### src/rtl/box_probe20.sv
// box_probe20: scans a BOX_SIZE x BOX_SIZE window of the 9-bit shadow
// framebuffer through a synchronous-read port. It reports whether any pixel
// differs from the captured background colour or lies off-screen, and how many
// such pixels it found.
// Optional build macro BOX_PROBE_EARLY_EXIT_EN: stop issuing reads after the
// first hit, drain the reads still in flight, and report hit_count=1.
module box_probe20 #(
  parameter int BOX_SIZE = 20,
  parameter int SCREEN_W = 640,
  parameter int SCREEN_H = 480,
  parameter int RD_LAT   = 1
) (
  input  logic       CLOCK_50,
  input  logic       resetn,
  input  logic       start,
  input  logic [9:0] x0,
  input  logic [8:0] y0,
  input  logic [8:0] bg_color,
  output logic [9:0] rd_x,
  output logic [8:0] rd_y,
  output logic       rd_en,
  input  logic [8:0] rd_data,
  output logic       busy,
  output logic       done,
  output logic       hit,
  output logic [8:0] hit_count
);

`ifdef BOX_PROBE_EARLY_EXIT_EN
  localparam bit EARLY_EXIT = 1'b1;
`else
  localparam bit EARLY_EXIT = 1'b0;
`endif

  // The hit counter saturates at the pixel count of the box, clipped to what
  // fits in 9 bits for box sides above 22.
  localparam int         AREA  = BOX_SIZE * BOX_SIZE;
  localparam int         SAT   = (AREA > 511) ? 511 : AREA;
  localparam logic [8:0] SAT9  = SAT[8:0];
  localparam logic [4:0] LAST  = 5'(BOX_SIZE - 1);

  typedef enum logic [1:0] {S_IDLE, S_ISSUE, S_DRAIN, S_DONE} state_t;

  state_t state_q, state_d;

  logic [9:0]        x0c_q, x0c_d;
  logic [8:0]        y0c_q, y0c_d;
  logic [8:0]        bg_q, bg_d;
  logic [4:0]        xc_q, xc_d;
  logic [4:0]        yc_q, yc_d;
  logic [RD_LAT-1:0] vld_q, vld_d;
  logic [RD_LAT-1:0] off_q, off_d;
  logic              hit_q, hit_d;
  logic [8:0]        hit_count_q, hit_count_d;

  // Full-width coordinate sums: the low bits drive the port (wrapping), the
  // carry bits make wrapped coordinates still count as off-screen.
  logic [10:0] x_sum;
  logic [9:0]  y_sum;
  logic        off_now;
  logic        last_issue;
  logic        ret_valid;
  logic        hit_evt;

  assign x_sum      = {1'b0, x0c_q} + {6'b0, xc_q};
  assign y_sum      = {1'b0, y0c_q} + {5'b0, yc_q};
  assign off_now    = (x_sum >= 11'(SCREEN_W)) || (y_sum >= 10'(SCREEN_H));
  assign last_issue = (xc_q == LAST) && (yc_q == LAST);
  assign ret_valid  = vld_q[RD_LAT-1];
  assign hit_evt    = ret_valid && (off_q[RD_LAT-1] || (rd_data != bg_q));

  // State register; reset aborts any scan in progress.
  always_ff @(posedge CLOCK_50) begin
    if (!resetn) begin
      state_q <= S_IDLE;
    end else begin
      state_q <= state_d;
    end
  end

  // Next-state logic: issue one read per cycle, then wait for returns to land.
  always_comb begin
    state_d = state_q;
    case (state_q)
      S_IDLE:  if (start) state_d = S_ISSUE;
      S_ISSUE: if (last_issue || (EARLY_EXIT && hit_evt)) state_d = S_DRAIN;
      S_DRAIN: if (vld_q == '0) state_d = S_DONE;
      S_DONE:  state_d = S_IDLE;
      default: state_d = S_IDLE;
    endcase
  end

  // Output decode: read address only driven while issuing, zero otherwise.
  always_comb begin
    rd_en = (state_q == S_ISSUE);
    rd_x  = rd_en ? x_sum[9:0] : 10'd0;
    rd_y  = rd_en ? y_sum[8:0] : 9'd0;
    busy  = (state_q == S_ISSUE) || (state_q == S_DRAIN);
    done  = (state_q == S_DONE);
  end

  // Datapath next values: capture, scan counters, in-flight tracking, results.
  always_comb begin
    x0c_d       = x0c_q;
    y0c_d       = y0c_q;
    bg_d        = bg_q;
    xc_d        = xc_q;
    yc_d        = yc_q;
    hit_d       = hit_q;
    hit_count_d = hit_count_q;

    // Each issued read enters the tracking pipe with its off-screen verdict.
    vld_d[0] = (state_q == S_ISSUE);
    off_d[0] = off_now;
    for (int i = 1; i < RD_LAT; i++) begin
      vld_d[i] = vld_q[i-1];
      off_d[i] = off_q[i-1];
    end

    case (state_q)
      S_IDLE: begin
        if (start) begin
          x0c_d       = x0;
          y0c_d       = y0;
          bg_d        = bg_color;
          xc_d        = 5'd0;
          yc_d        = 5'd0;
          hit_d       = 1'b0;
          hit_count_d = 9'd0;
        end
      end
      S_ISSUE: begin
        if (xc_q == LAST) begin
          xc_d = 5'd0;
          if (yc_q != LAST) yc_d = yc_q + 5'd1;
        end else begin
          xc_d = xc_q + 5'd1;
        end
      end
      default: ;
    endcase

    // With early exit only the first hit is counted; later returns are drained.
    if (hit_evt && !(EARLY_EXIT && hit_q)) begin
      hit_d = 1'b1;
      if (hit_count_q != SAT9) hit_count_d = hit_count_q + 9'd1;
    end
  end

  // Datapath registers; reset clears results so an aborted scan reports nothing.
  always_ff @(posedge CLOCK_50) begin
    if (!resetn) begin
      x0c_q       <= '0;
      y0c_q       <= '0;
      bg_q        <= '0;
      xc_q        <= '0;
      yc_q        <= '0;
      vld_q       <= '0;
      off_q       <= '0;
      hit_q       <= 1'b0;
      hit_count_q <= '0;
    end else begin
      x0c_q       <= x0c_d;
      y0c_q       <= y0c_d;
      bg_q        <= bg_d;
      xc_q        <= xc_d;
      yc_q        <= yc_d;
      vld_q       <= vld_d;
      off_q       <= off_d;
      hit_q       <= hit_d;
      hit_count_q <= hit_count_d;
    end
  end

  assign hit       = hit_q;
  assign hit_count = hit_count_q;

endmodule

### config.mk
export PLATFORM = sky130hd
export DESIGN_NAME = box_probe20
export DESIGN_NICKNAME = d
export VERILOG_FILES = /design/src/rtl/box_probe20.sv
export SDC_FILE = /design/constraint.sdc
export NUM_CORES = 1
export LEC_CHECK = 0
export ABC_AREA = 1
export CORE_MARGIN = 10
export CORE_UTILIZATION = 40
export DETAILED_ROUTE_END_ITERATION = 16
export PLACE_DENSITY = 0.76
export RECOVER_POWER = 100
export SETUP_SLACK_MARGIN = 0.02
export SLEW_MARGIN = 20
export SYNTH_ARGS = -nofsm -noshare
export SYNTH_HDL_FRONTEND = slang
export SYNTH_SLANG_ARGS = --single-unit
### constraint.sdc
create_clock -name CLOCK_50 -period 1.6 [get_ports CLOCK_50]
set_input_delay 0.16 -clock CLOCK_50 [delete_from_list [all_inputs] [get_ports CLOCK_50]]
set_output_delay 0.16 -clock CLOCK_50 [all_outputs]
set_load 0.005 [all_outputs]
# Word-level counts from Yosys, hierarchy flattened

Index checks and enable logic that the tools add are counted.

Equality and inequality tests: 13
Multiplexer cells: 19
$lt $le $gt $ge: 2
$add $sub $neg: 5
Reduce and logical (&&, ||, !) cells: 14

Operators by type and width:

| cell                 | count |
|---|---|
| $mux 9               | 5 |
| $mux 5               | 4 |
| $pmux 5 s2           | 2 |
| $add 10x5->11        | 1 |
| $ge 11x10->1 const B | 1 |
| $add 5x1->5 const B  | 2 |
| $add 9x5->10         | 1 |
| $eq 5x5->1 const B   | 2 |
| $ge 10x9->1 const B  | 1 |
| $mux 10              | 1 |
| $add 9x1->9 const B  | 1 |
| $ne 9x9->1           | 1 |
| $ne 9x9->1 const B   | 1 |
| $pmux 2 s4           | 1 |
| $mux 2               | 3 |
| $ne 2x1->1 const B   | 3 |
| $reduce_and 2->1     | 3 |
| $reduce_bool 2->1    | 3 |
| $ne 5x5->1 const B   | 1 |
| $eq 2x2->1 const B   | 2 |
| $ne 2x2->1 const B   | 2 |
| $reduce_and 4->1     | 1 |
| $logic_or 1x1->1     | 3 |
| $mux 1               | 3 |
| 4 further kinds      | 5 |

Flip-flop bits (word level): 52
Output and inout port bits: 32

# Logic depth before layout (Yosys ltp)

Depth in word-level cells: 5
Mapped depth: 14

# Worst setup path before layout

Ideal clock, no wire load.

Path type: flip-flop to flip-flop
From: reg xc_q[0]
To: reg off_q
Cell stages (with the launch flop): 14
Slack: -0.029 ns
Required time: 1.490 ns
Data arrival time: 1.519 ns
Period minus slack after synthesis: 1.629 ns
Setup time: 0.110 ns
Buffers on the path: 0
Cells stage by stage: dfxtp_1 > ha_1 > inv_1 > fa_1 > inv_1 > nand2_1 > nand3_1 > nand2_1 > nand2_1 > nand2_1 > nand2_1 > nand3_1 > nand2_1 > inv_1

Cells in the longest elaborated chain, start to end: 3

RTL lines:

| element                  | line | RTL |
|---|---|---|
| start: declaration       | 49   | `logic [4:0] xc_q, xc_d;` |
| start signal: assignment | 156  | `xc_q <= '0;` |
| start signal: assignment | 166  | `xc_q <= xc_d;` |
| $add 10x5->11            | 65   | `assign x_sum = {1'b0, x0c_q} + {6'b0, xc_q};` |
| $ge 11x10->1             | 67   | `assign off_now = (x_sum >= 11'(SCREEN_W)) \|\| (y_sum >= 10'(SCREEN_H));` |
| $logic_or 1x1->1         | 67   |  |
| end signal: assignment   | 159  | `off_q <= '0;` |
| end signal: assignment   | 169  | `off_q <= off_d;` |
| end: declaration         | 52   | `logic [RD_LAT-1:0] off_q, off_d;` |

Every way passes these cells.
A chain may end at the register's enable or synchronous reset.

# Worst setup path in the final report

From: reg x0c_q[0]
To: out rd_x[4]

Cells in the longest elaborated chain, start to end: 2

RTL lines:

| element                  | line | RTL |
|---|---|---|
| start: declaration       | 46   | `logic [9:0] x0c_q, x0c_d;` |
| start signal: assignment | 153  | `x0c_q <= '0;` |
| start signal: assignment | 163  | `x0c_q <= x0c_d;` |
| $add 10x5->11            | 65   |  |
| $mux 10                  | 96   | `rd_x = rd_en ? x_sum[9:0] : 10'd0;` |
| end: declaration         | 19   | `output logic [9:0] rd_x,` |

Every way passes these cells.

==> reports/qor.txt <==
slew at the pin closest to its max-slew limit: 585 ps
Power Density: 1140 nW/um^2
Netlist Area Pre-Place: 3240 um^2
critical hold path startpoint: bg_color[7]
Slew headroom: 0.609
chip width: 110 um
DR vias/cell: 5.51
fmax: 0.481 GHz
reg2reg start: x0c_q[4]
largest cells by area after synthesis: dfxtp_1 32%, nand2_1 14%, nor2_1 9.7%, ha_1 6.9%, inv_1 6.6%
critical path's slowest cell: dfxtp_2
final setup vio count: 24
Max Clock Skew: 8.20 ps
VDD IR max: 0.000796 V
First-pass DRT Iterations: 7
asr flop ratio synth: 0
Clock Latency Late Sink: 320 ps
EDFF count, synth: 0
area fraction of the dominant cell type after synthesis: 0.321
r2r setup slk: -240 ps
Yosys top cell by area: dfxtp_1
dominant synthesized flop cell: dfxtp_1
crit path cell chain: ha_4 -> inv_2 -> fa_2 -> inv_2 -> nand2_2 -> nand2_2 -> and2_4 -> nor2_1 -> nor2_1 -> buf_2
initial antenna violation count: 0
share of cells above drive strength 1: 0.419
Antenna Nets Post-Route: 0
count of state elements after synthesis: 52
Initial Util: 0.415
row count: 32
Num CTS Buffers: 5
CP top delay family: adder cells
routed length per placed instance: 18.4 um
Crit. End Element: output pin
root buf cell: clkbuf_8
fin. max-slew vios: 0
setup ws final: -480 ps
clk buf depth: 2
Setup CP Type: reg -> out
Final Util: 0.715
cell with the most instances after synthesis: nand2_1
Hold Crit Depth: 3
ANT cells: 0
minimum clock period: 2080 ps
gr usage total: 0.171
Boundary Pins: 72
Critical Path RT: 1440 ps
Fin. Hold Viols: 0
# clock sinks: 52
Startpoint Class: flip-flop
reg2reg end: off_q
slowest stage delay, CP: 360 ps
CP Buf/Inv Count: 3
routability cong.: 0.852
Crit Path Max Fanout: 3
Leak Pwr: 2.60 nW
Core Area: 7810 um^2
failing checks: negative setup slack
largest net degree at the start of global routing: 27
First DRT Iteration DRCs: 306
register area share after synthesis: 0.321
nets: 718
CTS H-tree lvls: 2
IO Port Bufs: 71
area delta synth->final: 72.3%
Yosys warning count: 0
CP arrival: 1920 ps
Syn Nets: 562
gr ovfl total: 0
crit share post-route: 1.30
drt total wl: 14000 um
first-pass GRT wire length: 17000 um
Post-DP HPWL: 7120 um
die height: 110 um
Residual DRC: 0
area of the die: 12100 um^2
filler cell count: 512
hold buffers post-CTS: 0
RSZ-0062 raised after global routing: true
max-cap viol count: 0
Syn Inst Count: 502
number of global-route vias before repair: 3676
Synth top cells by count: 118 x nand2_1, 84 x nor2_1, 57 x inv_1
Clk pin slew, worst setup/hold paths: 100 ps
Worst Hold Class: in -> reg
Via Count: 4190
hold endpoint: bg_q[7]
Worst Reg-to-Reg Cells: 12
Setup TNS: -5920 ps
Mapped Avg Cell Area: 6.46 um^2
Netlist cell types: 31
status: finished, violations left
CTS tree: done
==> layout make-up <==
cell class	instances	area [um^2]	share of cell area
multi-input cells	378	2640	0.472
repair buffers	162	1400	0.250
flip-flops and latches	52	1080	0.194
inverters	59	231	0.0414
well taps	102	128	0.0228
clock buffers	6	72.6	0.0130
clock inverters	2	35.0	0.00627
==> worst max path at each step <==
stage,start,endpoint,slack (ps),depth (start not counted)
after floorplan,yc_q[0],rd_y[8],20,7
after global placement,x0c_q[0],rd_x[8],-480,11
after detailed placement,x0c_q[0],rd_x[8],-540,11
after CTS,yc_q[0],rd_y[4],-380,7
after global routing,x0c_q[0],rd_x[4],-540,10
final,x0c_q[0],rd_x[4],-480,10
==> layer usage <==
layer	global-route usage	vias to the layer above	part of all wire
li1	-	1917	-
met1	0.197	1980	0.36
met2	0.309	217	0.52
met3	0.0302	76	0.065
met4	0.0567	0	0.057
met5	0	-	0
==> sequential cells by signal, indices dropped and copies added (netlist names) <==
signal and cells:
yc_q 5, xc_q 5, bg_q 9, hit_count 9, x0c_q 10, state_q 2, ret_valid 1, hit 1
y0c_q 9, off_q 1
==> worst reg2reg max path, cell delays in order (launching register included) <==
cell	delay [ps]
dfxtp_2	410
ha_4	250
nand2_2	70
inv_2	50
o21bai_1	330
nand3_2	130
nand2_1	100
buf_4	110
nand2_2	50
nand2_2	60
nand3_2	80
nand2_2	90
inv_2	30
==> logic make-up (layout without fill, tap and decap cells) <==
family	after synthesis	count (layout)	share of synthesized area
AND/OR/NAND/NOR	257	257	0.329
AO/OA/AOI/OAI	88	88	0.148
buffers and inverters	72	229	0.0845
flip-flops	52	52	0.321
adder cells (fa/ha/maj)	20	20	0.0818
XOR/XNOR	13	13	0.0351
==> layout by cell type (no fill, tap or decap), types with 2 or more instances in the layout <==
cell type,netlist,layout
nand3_2,1,13
buf_6,0,22
buf_2,3,18
o21ai_0,38,31
ha_4,0,14
dfxtp_1,52,27
xnor2_1,3,3
inv_1,57,46
inv_2,2,11
dfxtp_2,0,20
o21a_1,3,3
o21bai_1,2,2
clkbuf_8,0,5
nor2_2,0,9
a21oi_2,0,12
nand3_4,0,5
xor2_1,10,10
ha_1,18,3
nand4_1,6,6
nand2_1,118,78
nor2_4,0,5
a21oi_1,37,24
clkdlybuf4s50_1,0,49
nand2_4,0,16
dfxtp_4,0,5
or2_2,3,2
dlygate4sd2_1,0,3
nand3_1,35,18
nor3_4,0,2
nor2_1,84,70
buf_4,0,68
o21ai_4,1,5
nand2_2,3,26
o21ai_2,0,2
o21ai_1,1,2
fa_2,0,2
==> per-stage QoR <==
step	total power, W	instances	setup slack [ps]	hold WS, ps	area, um^2
after floorplan	0.00296	502	24.4	298	3260
after global placement	0.00404	721	-476	452	4500
after detailed placement	0.00410	721	-537	463	4500
after CTS	0.00539	744	-376	449	5010
after global routing	0.00668	761	-540	485	5590
final	0.00637	761	-480	475	5590
==> report_power, final <==
group	total (W)	internal [W]	switching [W]
logic	0.00357	0.00167	0.00190
clock network	0.000941	0.000466	0.000475
registers	0.00186	0.00160	0.000257
total	0.00637	0.00374	0.00263
==> timing repair <==
| action | in CTS | in global routing |
|---|---|---|
| pin swaps | 37 | 46 |
| buffers inserted | 19 | 20 |
| resized for setup | 174 | 127 |
| setup endpoints to repair | 44 | 39 |
No activity file was read; power rests on OpenSTA's default activity.
